`src/rtl/counter_32_ctrl.sv`:
```
// Command controller for counter_32_rev: loads a preset, watches RC, auto-reloads until
// the requested number of terminal events, then pulses done. Optional macro: CTRL_WRAP_CNT_EN.
module counter_32_ctrl #(
  parameter int REP_W = 8
) (
  input  logic             clk,
  input  logic             rst_n,
  input  logic             cmd_valid,
  output logic             cmd_ready,
  input  logic             cmd_dir,
  input  logic [31:0]      cmd_preset,
  input  logic [REP_W-1:0] cmd_reps,
  input  logic             abort,
  input  logic [31:0]      cnt,
  input  logic             RC,
  output logic             s,
  output logic             Load,
  output logic [31:0]      PData,
  output logic             busy,
  output logic             done,
  output logic [15:0]      wrap_cnt
);

  typedef enum logic [1:0] {IDLE, LOAD, RUN, DONE} state_t;

  state_t           state;
  logic             idle_q;
  logic             dir_q;
  logic [31:0]      preset_q;
  logic [REP_W-1:0] rem_q;
  logic             free_q;
  logic             accept;
  logic             cnt_unused;

  // abort gates ready so a blocked command is never seen as a completed handshake
  assign cmd_ready  = idle_q & ~abort;
  assign accept     = cmd_valid & cmd_ready;
  assign s          = dir_q;
  assign PData      = preset_q;
  assign cnt_unused = ^cnt;

  always_ff @(posedge clk or negedge rst_n) begin
    if (!rst_n) begin
      state    <= IDLE;
      idle_q   <= 1'b1;
      Load     <= 1'b0;
      busy     <= 1'b0;
      done     <= 1'b0;
      dir_q    <= 1'b0;
      preset_q <= '0;
      rem_q    <= '0;
      free_q   <= 1'b0;
    end else begin
      case (state)
        IDLE: if (accept) begin
          dir_q    <= cmd_dir;
          preset_q <= cmd_preset;
          rem_q    <= cmd_reps;
          free_q   <= (cmd_reps == '0);
          state    <= LOAD;
          idle_q   <= 1'b0;
          Load     <= 1'b1;
          busy     <= 1'b1;
        end
        LOAD: begin
          Load <= 1'b0;
          if (abort) begin
            state  <= IDLE;
            idle_q <= 1'b1;
            busy   <= 1'b0;
          end else begin
            state <= RUN;
          end
        end
        RUN: begin
          if (abort) begin
            state  <= IDLE;
            idle_q <= 1'b1;
            busy   <= 1'b0;
          end else if (RC) begin
            if (free_q) begin
              state <= LOAD;
              Load  <= 1'b1;
            end else if (rem_q == REP_W'(1)) begin
              rem_q <= '0;
              state <= DONE;
              done  <= 1'b1;
              busy  <= 1'b0;
            end else begin
              rem_q <= rem_q - 1'b1;
              state <= LOAD;
              Load  <= 1'b1;
            end
          end
        end
        DONE: begin
          done   <= 1'b0;
          state  <= IDLE;
          idle_q <= 1'b1;
        end
        default: begin
          state  <= IDLE;
          idle_q <= 1'b1;
          Load   <= 1'b0;
          busy   <= 1'b0;
          done   <= 1'b0;
        end
      endcase
    end
  end

`ifdef CTRL_WRAP_CNT_EN
  logic        rc_hit;
  logic [15:0] wrap_q;

  // lifetime event count; survives across commands, saturating
  assign rc_hit = (state == RUN) & RC & ~abort;

  always_ff @(posedge clk or negedge rst_n) begin
    if (!rst_n)                            wrap_q <= '0;
    else if (rc_hit && wrap_q != 16'hFFFF) wrap_q <= wrap_q + 16'd1;
  end

  assign wrap_cnt = wrap_q;
`else
  assign wrap_cnt = '0;
`endif

endmodule

```
`config.mk`:
```
export PLATFORM = sky130hd
export DESIGN_NAME = counter_32_ctrl
export DESIGN_NICKNAME = d
export VERILOG_FILES = /design/src/rtl/counter_32_ctrl.sv
export SDC_FILE = /design/constraint.sdc
export NUM_CORES = 1
export LEC_CHECK = 0
export CORE_MARGIN = 2
export CORE_UTILIZATION = 35
export CTS_CLUSTER_DIAMETER = 100
export DETAILED_ROUTE_END_ITERATION = 6
export PLACE_DENSITY_LB_ADDON = 0.1
export SKIP_LAST_GASP = 1
export SYNTH_ARGS = -nofsm -noshare
export SYNTH_HDL_FRONTEND = slang
export SYNTH_SLANG_ARGS = --single-unit
```
`constraint.sdc`:
```
create_clock -name clk -period 2.01 [get_ports clk]
set_input_delay 0.5025 -clock clk [delete_from_list [all_inputs] [get_ports clk]]
set_output_delay 0.5025 -clock clk [all_outputs]
set_load 0.01 [all_outputs]
```
Word level (Yosys, flattened, before mapping)
Cells that the tools add are included.

word-level totals
  register bits = 48
  input port bits = 78
  output and inout bits = 53

operators by class
  $add $sub $neg = 1
  eq/ne operators = 15
  multiplexer cells = 33
  bitwise operators = 3
  reductions and logical operators = 13

operators with widths
  cell                   count
  $mux W8                5
  $mux W1                16
  $pmux W8 S2            1
  $reduce_and A5 Y1      3
  $mux W2                6
  $ne A2 B2 Y1 const B   6
  $ne A3 B3 Y1 const B   4
  $pmux W1 S3            3
  $eq A8 B1 Y1 const B   1
  $logic_not A8 Y1       1
  $pmux W2 S4            1
  $sub A8 B1 Y8 const B  1
  $reduce_and A2 Y1      3
  $reduce_and A6 Y1      1
  $eq A2 B2 Y1 const B   2
  $reduce_bool A2 Y1     2
  $reduce_bool A3 Y1     1
  $and A1 B1 Y1          2
  $eq A2 B1 Y1 const B   1
  $logic_not A2 Y1       1
  $ne A2 B1 Y1 const B   1
  $pmux W1 S2            1
  $reduce_or A2 Y1       1
  $not A1 Y1             1

Depth between registers and ports, before layout
Gate-level depths: netlist (run 1).

  word-level depth = 6
  mapped depth = 7
  depth with buffers taken out = 6

Least setup slack after synthesis (run 1)
OpenSTA, ideal clock, no wires.

  path type = register to register
  start = register rem_q[1]
  end = register busy
  data arrival time = 2.025 ns
  path slack = -0.082 ns
  stages on the path, launching flop included = 7
  buffers on the path = 0
  period minus slack after synthesis = 2.092 ns
  cells stage by stage = dfrtp_1 > inv_1 > ha_1 > or4b_4 > or4_4 > a2111oi_2 > a311o_1

between the ends
  cells in the longest elaborated chain, start to end = 3

RTL lines
  item                         RTL line  text
  start: declaration           30        logic [REP_W-1:0] rem_q;
  start signal: assignment     58        rem_q <= cmd_reps;
  start signal: assignment     90        rem_q <= rem_q - 1'b1;
  $eq A8 B1 Y1                 84        end else if (rem_q == REP_W'(1)) begin
  $ne A3 B3 Y1 (no line)       -
  $reduce_and A6 Y1 (no line)  -
  end signal: assignment       79        busy <= 1'b0;
  end signal: assignment       88        busy <= 1'b0;
  end signal: assignment       105       busy <= 1'b0;
  end: declaration             19        output logic busy,

Every way passes these cells.
A chain may end at the register's enable or synchronous reset.

Worst setup path after layout (run 1)
Ends and elaborated chain as after synthesis.

==> results of run 1 <==
==> power breakdown <==
part           total (W)  switching, W  internal, W
logic            0.00273       0.00112      0.00161
registers        0.00170      0.000254      0.00144
clock network   0.000816      0.000326     0.000490
==> timing repair <==
| action | CTS | global route |
|---|---|---|
| pin swaps | 1 | 2 |
| gates resized for setup | 1 | 6 |
| setup endpoints to repair | 4 | 9 |
| buffers inserted | 1 | 0 |
| hold buffers | 0 | 0 |
==> metrics by stage <==
step           worst slack (ns)  hold slack [ns]
3_3_place_gp             -0.159            0.433
3_5_place_dp             -0.164            0.438
6_report                -0.0392            0.104
4_1_cts                 -0.0502            0.102
5_1_grt                  -0.123            0.122
2_1_floorplan           -0.0735            0.207
==> metal layers <==
layer / global-route usage (%) / part of all wire, %
met4: 3.41 / 0.63
met1: 19.5 / 45
met2: 24.2 / 48
met3: 4.76 / 6.0
met5: 0 / 0
==> state kept, by name, summed over array words and instances (netlist names) <==
signal,flops
rem_q,8
state,2
free_q,1
s,1
PData,32
done,1
idle_q,1
Load,1
busy,1
==> cells by family (layout without fill, tap and decap cells) <==
logic type | after synthesis | count (layout) | share of synthesized area (%)
flops | 48 | 48 | 50.2
compound gates | 41 | 41 | 12.8
simple gates | 38 | 38 | 9.15
buf+inv | 35 | 132 | 8.05
mux | 34 | 34 | 15.9
fa+ha+maj | 7 | 7 | 3.66
other cells | 1 | 16 | 0.157
==> cells in the final DEF, fill, tap and decap left out, drive strengths merged, types with 2 or more instances in the layout <==
cell,n
clkdlybuf4s50,80
dfrtp,47
mux2,33
buf,33
conb,16
o21ai,14
inv,10
nor2,8
ha,7
nand2,6
nand2b,5
nor3,5
a22o,5
clkbuf,5
nor4,3
or4,3
nor2b,2
nand3b,2
a21boi,2
a22oi,2
bufinv,2
o2bb2ai,2
a211o,2
==> worst paths after layout <==
kind | from | end | slack, ns | cells past startpoint
worst min-delay path | rst_n | PData[17]$_DFFE_PN0P_ | 0.10 | 1
worst min register to register | PData[21]$_DFFE_PN0P_ | PData[21]$_DFFE_PN0P_ | 0.51 | 1
worst max-delay path | rem_q[1]$_DFFE_PN0P_ | busy$_DFFE_PN0P_ | -0.04 | 6
worst max register to register | rem_q[1]$_DFFE_PN0P_ | busy$_DFFE_PN0P_ | -0.04 | 6
min in group clk | PData[21]$_DFFE_PN0P_ | PData[21]$_DFFE_PN0P_ | 0.51 | 1
max in group asynchronous | rst_n | PData[16]$_DFFE_PN0P_ | 1.37 | 2
==> final cells by class <==
cell class	count	area, um2
Clock inverter	2	60.1
Sequential cell	48	1200
Tap cell	80	100
Fill cell	624	3100
Clock buffer	5	68.8
Timing Repair Buffer	114	1050
Inverter	11	41.3
Multi-Input combinational cell	136	1100
==> metrics, run 1 <==
antenna violations before repair 0; asr flop ratio synth 100%; top post-synthesis cells by area dfrtp_1 (49%), mux2_2 (16%), buf_4 (5.0%), ha_1 (3.7%), o21ai_0 (2.7%); final instance area 3620 um2; series of cell instances along the critical path inv_2 > ha_4 > or4b_4 > or4_4 > a2111oi_4 > a311o_1; number of non-filler instances in the completed layout 396; total negative setup slack -0.0431 ns; Max Clock Freq 488 MHz; vias 1924; clock-pin slew reported for the worst setup and hold paths after clock tree synthesis 0.09 ns; Buffers on Ports 82; min setup slack post-route -0.0392 ns; later-pin clock latency in the skew report 0.30 ns; list of most frequent post-synthesis cells dfrtp_1 (47), mux2_2 (33), buf_4 (16); portion of the clock cycle consumed by the worst path in the final layout 102%; post-synthesis area per instance 11.7 um2; Initial DRT Pass Iterations 4; Syn. warnings 0; core area 6720 um2; count of antenna-violating nets left after detailed routing 0; number of rows created at floorplan 30; TritonCTS Buffers 5; most frequently used cell type in the post-synthesis netlist dfrtp_1; portion of synthesized cell area occupied by the leading cell type 49.1%; total clock sinks 48; status finished, violations left; Synth area leader dfrtp_1; number of violations of the max-capacitance limit 0; share of cells above drive strength 1 27.2%; vias in the first global route 1885; I/O pin count 131; number of buffer and inverter instances along the worst setup path 1; wire length of the first global-routing pass 8.94 mm; Cells after Synth 204; total number of nets in the final design 401; die extent in y 86.7 um; setup repair after global routing missed its margin yes; effective utilization at floorplan 35.6%; cell type of the slowest stage on the worst timing path or4b_4; kind of cell with the highest combined delay on the critical path simple AND/OR/NAND/NOR gates; Synth cell types 47; synth-to-layout area growth 51.4%; LEAKAGE 1.57 nW; TritonCTS clock tree yes; violations in the final reports negative setup slack; DRC 0; worst setup skew after layout 0.00512 ns; Clock Path Buffers 2; number of DRC violations after detailed-routing iteration 0 51; utilization after layout 53.9%; horizontal die dimension 86.7 um; min Tclk post-route 2.05 ns; final count of pins violating max slew 0; global placement routability congestion 0.830; HPWL after DPL 4.32 mm; CP max FO 3; peak per-stage delay on the critical path 0.47 ns; clk root buf clkbuf_8; Max IR drop VDD 0.622 mV; P per Cell Area 1450 nW/um2; CP required 2.25 ns; drt via density 4.86; Routed wire per std cell 14.0 um; category of the critical setup timing path flop to flop; classification of the worst-slack hold path input port to asynchronous set/reset pin; post-place instance area 3470 um2; Antenna Cells 0; number of enable-type register cells in the synthesized netlist 0; number of cells after detailed placement 388; overall power after layout 0.00524 W; Critical Path End Type flop; total wirelength of the detailed-routed design 5.55 mm; setup violation total in the final timing report 2; flip-flop and latch count after synthesis 48; part of the Yosys area used for sequential elements 50.2%; netlist area before placement 2390 um2; DIE AREA 7520 um2; startpoint class of the critical path flop; depth of the CTS H-tree 2; most used flip-flop cell after synthesis dfrtp_1; crit path DAT 2.29 ns; pin count of the biggest net entering global routing 17; GRT Resource Usage Total 14.9%; Final Hold Vio Count 0; remaining global-route overflow 0
(Power assumes the default switching activity.)
==> inputs of run 2 (changes only) <==
--- a/config.mk
+++ b/config.mk
@@ -7,10 +7,12 @@
 export LEC_CHECK = 0
 export CORE_MARGIN = 2
 export CORE_UTILIZATION = 35
+export CTS_BUF_LIST = sky130_fd_sc_hd__clkbuf_16
 export CTS_CLUSTER_DIAMETER = 100
 export DETAILED_ROUTE_END_ITERATION = 6
 export PLACE_DENSITY_LB_ADDON = 0.1
 export SKIP_LAST_GASP = 1
+export SLEW_MARGIN = 5
 export SYNTH_ARGS = -nofsm -noshare
 export SYNTH_HDL_FRONTEND = slang
 export SYNTH_SLANG_ARGS = --single-unit
==> run 2 against run 1 <==
  * The flow still finishes with violations (negative setup slack)
  * Flip-flop and latch count unchanged
  * Register-to-register slack is essentially flat
  * Largest cell class unchanged
  * Count of clock-buffer cells in the layout unchanged
  * Clock power up 29%
  * Global-route usage grew 0.12 points
  * Final cell count unchanged
  * Highest routed layer unchanged
  * Worst hold slack better by 0.021 ns
  * Die area unchanged
  * First-iteration DRC count is 12% lower
==> metrics, run 2 (synthesized netlist as in run 1, its figures left out) <==
total stage count of the critical path 6 (unchanged); total wirelength of the detailed-routed design 5.53 mm (-0.36%); leading cell type in the layout, fill and taps excluded clkdlybuf4s50_1; GRT Resource Usage Total 15.0% (+0.12 points); DRC 0 (unchanged); cell type of the slowest stage on the worst timing path or4b_4; timing startpoint of the critical path rem_q[1]$_DFFE_PN0P_; Critical Path End Type flop; min setup slack post-route -0.0272 ns (+0.0120 ns); reg-to-reg slack, setup -0.03 ns (about the same); Max IR drop VDD 0.668 mV (+7.5%); depth of the CTS H-tree 2 (unchanged); commonest non-fill, non-tap cells in the layout clkdlybuf4s50_1 (80), dfrtp_1 (47), mux2_2 (33), buf_4 (32), conb_1 (16); max reg flops 32 (unchanged); wire length of the first global-routing pass 9.00 mm (+0.69%); total negative setup slack -0.0272 ns (+0.0159 ns); HPWL after DPL 4.32 mm (unchanged); Max Clock Freq 491 MHz (+0.59%); kind of cell with the highest combined delay on the critical path simple AND/OR/NAND/NOR gates; Clock Path Buffers 2 (unchanged); clk root buf clkbuf_16; Routed wire per std cell 14.0 um (-0.36%); depth of the worst register-to-register path 6 (unchanged); crit path DAT 2.26 ns (-0.03 ns); DIE AREA 7520 um2 (unchanged); classification of the worst-slack hold path input port to asynchronous set/reset pin; CP endpoint busy$_DFFE_PN0P_; setup violation total in the final timing report 1 (-1); number of violations of the max-capacitance limit 0 (unchanged); pin count of the biggest net entering global routing 17 (unchanged); clock-pin slew reported for the worst setup and hold paths after clock tree synthesis 0.07 ns (-0.02 ns); series of cell instances along the critical path inv_2 > ha_4 > or4b_4 > or4_4 > a2111oi_4 > a311o_1; number of rows created at floorplan 30 (unchanged); vias 1893 (-1.6%); synth-to-layout area growth 53.5%; Antenna Cells 0 (unchanged); Final Hold Vio Count 0 (unchanged); drt via density 4.78 (-1.6%); I/O pin count 131 (unchanged); violations in the final reports negative setup slack; overall power after layout 0.00548 W (+4.4%); total number of nets in the final design 401 (unchanged); vias in the first global route 1907 (+1.2%); remaining global-route overflow 0 (unchanged); CP required 2.23 ns (-0.02 ns); total clock sinks 48 (unchanged); TritonCTS Buffers 5 (unchanged); category of the critical setup timing path flop to flop; Buffers on Ports 82 (unchanged); core area 6720 um2 (unchanged); setup repair after global routing missed its margin yes; antenna violations before repair 0 (unchanged); final count of pins violating max slew 0 (unchanged); Crit Reg-Reg Endpoint busy$_DFFE_PN0P_; status finished, violations left; die extent in y 86.7 um (unchanged); portion of the clock cycle consumed by the worst path in the final layout 101% (-0.59 points); global placement routability congestion 0.830 (unchanged); CP max FO 3 (unchanged); worst slack at placement -0.164 ns (unchanged); count of antenna-violating nets left after detailed routing 0 (unchanged); effective utilization at floorplan 35.6% (unchanged); peak per-stage delay on the critical path 0.47 ns (about the same); horizontal die dimension 86.7 um (unchanged); min Tclk post-route 2.04 ns (-0.0120 ns); later-pin clock latency in the skew report 0.28 ns (-0.02 ns); P per Cell Area 1490 nW/um2 (+3.0%); number of buffer and inverter instances along the worst setup path 1 (unchanged); Initial DRT Pass Iterations 4 (unchanged); share of cells above drive strength 1 26.9% (-0.32 points); startpoint class of the critical path flop; LEAKAGE 1.59 nW (+1.6%); TritonCTS clock tree yes; worst setup skew after layout 0.00472 ns (-0.000393 ns); hold-fix buffers at CTS 0 (unchanged); number of DRC violations after detailed-routing iteration 0 45 (-12%); beginning of the worst register-to-register path rem_q[1]$_DFFE_PN0P_
## run 2: worst min-delay path by stage
stage / from / end / slack, ns / cells after the start
detailed placement: rst_n / PData[26]$_DFFE_PN0P_ / 0.44 / 1
CTS: rst_n / PData[17]$_DFFE_PN0P_ / 0.13 / 1
floorplan: rst_n / Load$_DFFE_PN0P_ / 0.21 / 0
finish: rst_n / PData[17]$_DFFE_PN0P_ / 0.13 / 1
global route: rst_n / PData[25]$_DFFE_PN0P_ / 0.15 / 1
global placement: rst_n / PData[25]$_DFFE_PN0P_ / 0.43 / 1
## run 2: where the power goes
| part | leakage, nW | internal [W] | total [W] | switching, W |
|---|---|---|---|---|
| Sequential | 0.576 | 0.00145 | 0.00170 | 0.000254 |
| Clock | 0.0899 | 0.000706 | 0.00105 | 0.000345 |
| Combinational | 0.929 | 0.00161 | 0.00273 | 0.00112 |
| Total | 1.59 | 0.00376 | 0.00548 | 0.00171 |
## run 2: area by class of cell
type                    instances  area, um2
clock buffers                   5        125
inverters                      11       41.3
clock inverters                 2       60.1
multi-input cells             136       1090
well taps                      80        100
flip-flops and latches         48       1200
repair buffers                114       1050
fillers                       614       3050
## run 2: routing by layer
metal  global-route usage (%)  wire length (um)  up-vias  share of wire, %
li1                         -                 -      922                 -
met1                     19.4              2470      912                45
met2                     24.8              2710       57                49
met3                     4.76               333        2               6.0
met4                     3.41                18        0              0.33
met5                        0                 0        -                 0
## run 2: worst register-to-register path, stage by stage (launching register included)
cell	delay [ns]
dfrtp_1	0.39
inv_2	0.08
ha_4	0.13
or4b_4	0.47
or4_4	0.47
a2111oi_4	0.30
a311o_1	0.15
## run 2: what timing repair did
action	CTS	global route
endpoints found under the hold margin	0	0
endpoints found under the setup margin	4	8
gates resized for setup	1	5
buffers inserted	1	0
pin swaps	1	2
## run 2: stage by stage
step / utilization, % / instance area, um2 / hold slack [ns] / instances
floorplan: - / 2470 / 0.207 / 219
global placement: 51.7 / 3470 / 0.433 / 388
detailed placement: 51.7 / 3470 / 0.438 / 388
CTS: 54.5 / 3660 / 0.131 / 396
global route: 54.7 / 3670 / 0.149 / 396
finish: 54.7 / 3670 / 0.125 / 396
==> inputs of run 3 (changes only) <==
==> constraint.sdc (replaced) <==
create_clock -name clk -period 2.1 [get_ports clk]
set_input_delay 0.525 -clock clk [delete_from_list [all_inputs] [get_ports clk]]
set_output_delay 0.525 -clock clk [all_outputs]
set_load 0.01 [all_outputs]
==> run 3 against run 2 <==
  * The run still ends with negative setup slack left
  * Die area unchanged
  * Worst setup slack gained 0.020 ns
  * Register-to-register slack gained 0.02 ns
  * Global-route usage hardly changed
  * Critical endpoint unchanged
  * Worst hold slack improved by 0.060 ns
  * Core utilization fell by 0.28 points
  * Cell area shrank 0.51%
  * Sequential share of layout area is 0.17 points higher
  * Highest routed layer unchanged
==> metrics, run 3 (synthesized netlist as in run 1, its figures left out) <==
setup repair after global routing missed its margin yes; antenna violations before repair 0 (unchanged); effective utilization at floorplan 35.6% (unchanged); Max Clock Freq 475 MHz (-3.3%); Routed wire per std cell 14.0 um (+0.45%); I/O pin count 131 (unchanged); min setup slack post-route -0.00731 ns (+0.0199 ns); status finished, violations left; Initial DRT Pass Iterations 4 (unchanged); number of violations of the max-capacitance limit 0 (unchanged); total clock sinks 48 (unchanged); Critical Path End Type flop; DIE AREA 7520 um2 (unchanged); TritonCTS Buffers 5 (unchanged); vias 1929 (+1.9%); remaining global-route overflow 0 (unchanged); count of antenna-violating nets left after detailed routing 0 (unchanged); peak per-stage delay on the critical path 0.47 ns (about the same); CP required 2.32 ns (+0.09 ns); LEAKAGE 1.58 nW (-0.94%); crit path DAT 2.33 ns (+0.07 ns); vias in the first global route 1892 (-0.79%); CP max FO 3 (unchanged); Antenna Cells 0 (unchanged); global placement routability congestion 0.809 (-2.4%); min Tclk post-route 2.11 ns (+0.0701 ns); violations in the final reports negative setup slack; drt via density 4.90 (+2.4%); P per Cell Area 1400 nW/um2 (-6.0%); Final Hold Vio Count 0 (unchanged); beginning of the worst register-to-register path rem_q[1]$_DFFE_PN0P_; share of cells above drive strength 1 26.1% (-0.78 points); clock-pin slew reported for the worst setup and hold paths after clock tree synthesis 0.06 ns (about the same); horizontal die dimension 86.7 um (unchanged); Buffers on Ports 82 (unchanged); kind of cell with the highest combined delay on the critical path simple AND/OR/NAND/NOR gates; worst setup skew after layout 0.00563 ns (+0.000903 ns); classification of the worst-slack hold path input port to asynchronous set/reset pin; startpoint class of the critical path flop; Max IR drop VDD 0.626 mV (-6.3%); pin count of the biggest net entering global routing 31 (+14); leading cell type in the layout, fill and taps excluded clkdlybuf4s50_1; final count of pins violating max slew 0 (unchanged); HPWL after DPL 4.11 mm (-4.8%); reg-to-reg slack, setup -0.007 ns (+0.02 ns); wire length of the first global-routing pass 8.85 mm (-1.6%); category of the critical setup timing path flop to flop; series of cell instances along the critical path inv_2 > ha_4 > or4b_4 > or4_4 > a2111oi_4 > a311o_1; number of DRC violations after detailed-routing iteration 0 59 (+31%); clk root buf clkbuf_16; Clock Path Buffers 2 (unchanged); depth of the CTS H-tree 2 (unchanged); overall power after layout 0.00512 W (-6.5%); depth of the worst register-to-register path 6 (unchanged); max reg flops 32 (unchanged); number of buffer and inverter instances along the worst setup path 1 (unchanged); synth-to-layout area growth 52.7%; core area 6720 um2 (unchanged); GRT Resource Usage Total 15.0% (-0.034 points); number of rows created at floorplan 30 (unchanged); Crit Reg-Reg Endpoint busy$_DFFE_PN0P_; die extent in y 86.7 um (unchanged); commonest non-fill, non-tap cells in the layout clkdlybuf4s50_1 (80), dfrtp_1 (47), mux2_2 (33), buf_4 (27), conb_1 (16); total number of nets in the final design 398 (-0.75%); hold-fix buffers at CTS 0 (unchanged); portion of the clock cycle consumed by the worst path in the final layout 100% (-1.0 points); later-pin clock latency in the skew report 0.29 ns (about the same); DRC 0 (unchanged); setup violation total in the final timing report 1 (unchanged); total wirelength of the detailed-routed design 5.53 mm (about the same); worst slack at placement -0.0932 ns (+0.0706 ns); TritonCTS clock tree yes; cell type of the slowest stage on the worst timing path or4_4
[run 3: changes by cell type in the layout (fill, tap and decap cells not counted), sizes merged]
cell    previous run  this run
buf               33        30
bufinv             2         1
clkinv             1         3
[run 3: how the worst max path moves through the flow]
stage                         startpoint               end  depth (start not counted)
floorplan           rem_q[1]$_DFFE_PN0P_  busy$_DFFE_PN0P_                          6
global placement                      RC  busy$_DFFE_PN0P_                          5
detailed placement                    RC  busy$_DFFE_PN0P_                          5
CTS                 rem_q[1]$_DFFE_PN0P_  busy$_DFFE_PN0P_                          6
global route        rem_q[1]$_DFFE_PN0P_  busy$_DFFE_PN0P_                          6
finish              rem_q[1]$_DFFE_PN0P_  busy$_DFFE_PN0P_                          6
[run 3: worst reg2reg max path, cell delays in order (launching register included)]
cell and delay (ns):
dfrtp_1 0.39, inv_2 0.08, ha_4 0.13, or4b_4 0.46, or4_4 0.47, a2111oi_4 0.35, a311o_1 0.16
[run 3: final cells by class]
class	instances	area, um2
clock buffers	5	125
multi-input cells	136	1090
flip-flops and latches	48	1200
clock inverters	3	42.5
inverters	11	41.3
fillers	601	3060
well taps	80	100
repair buffers	111	1060
[run 3: metrics by stage]
step | TNS [ns] | cell area (um2) | utilization, % | instances | hold WS (ns)
after CTS | -0.0396 | 3620 | 53.9 | 392 | 0.198
after global routing | -0.0679 | 3650 | 54.4 | 394 | 0.212
after global placement | -0.405 | 3430 | 51.0 | 382 | 0.486
final | -0.00731 | 3650 | 54.4 | 394 | 0.186
after detailed placement | -0.360 | 3430 | 51.0 | 382 | 0.492
after floorplan | 0 | 2450 | - | 219 | 0.229
[run 3: power by group]
| group | switching [W] | internal, W |
|---|---|---|
| sequential | 0.000250 | 0.00138 |
| clock | 0.000341 | 0.000560 |
| combinational | 0.00106 | 0.00153 |
[run 3: repair_timing]
action,in CTS,in global routing
setup buffers,2,2
endpoints found under the setup margin,2,5
gates resized for setup,3,4
pin swaps,3,3
[run 3: per-layer routing]
| metal | track usage [%] | part of all wire, % | vias to the layer above |
|---|---|---|---|
| met3 | 6.38 | 8.5 | 4 |
| li1 | - | - | 917 |
| met2 | 23.0 | 46 | 76 |
| met5 | 0 | 0 | - |
| met4 | 4.26 | 0.71 | 0 |
| met1 | 19.4 | 45 | 932 |
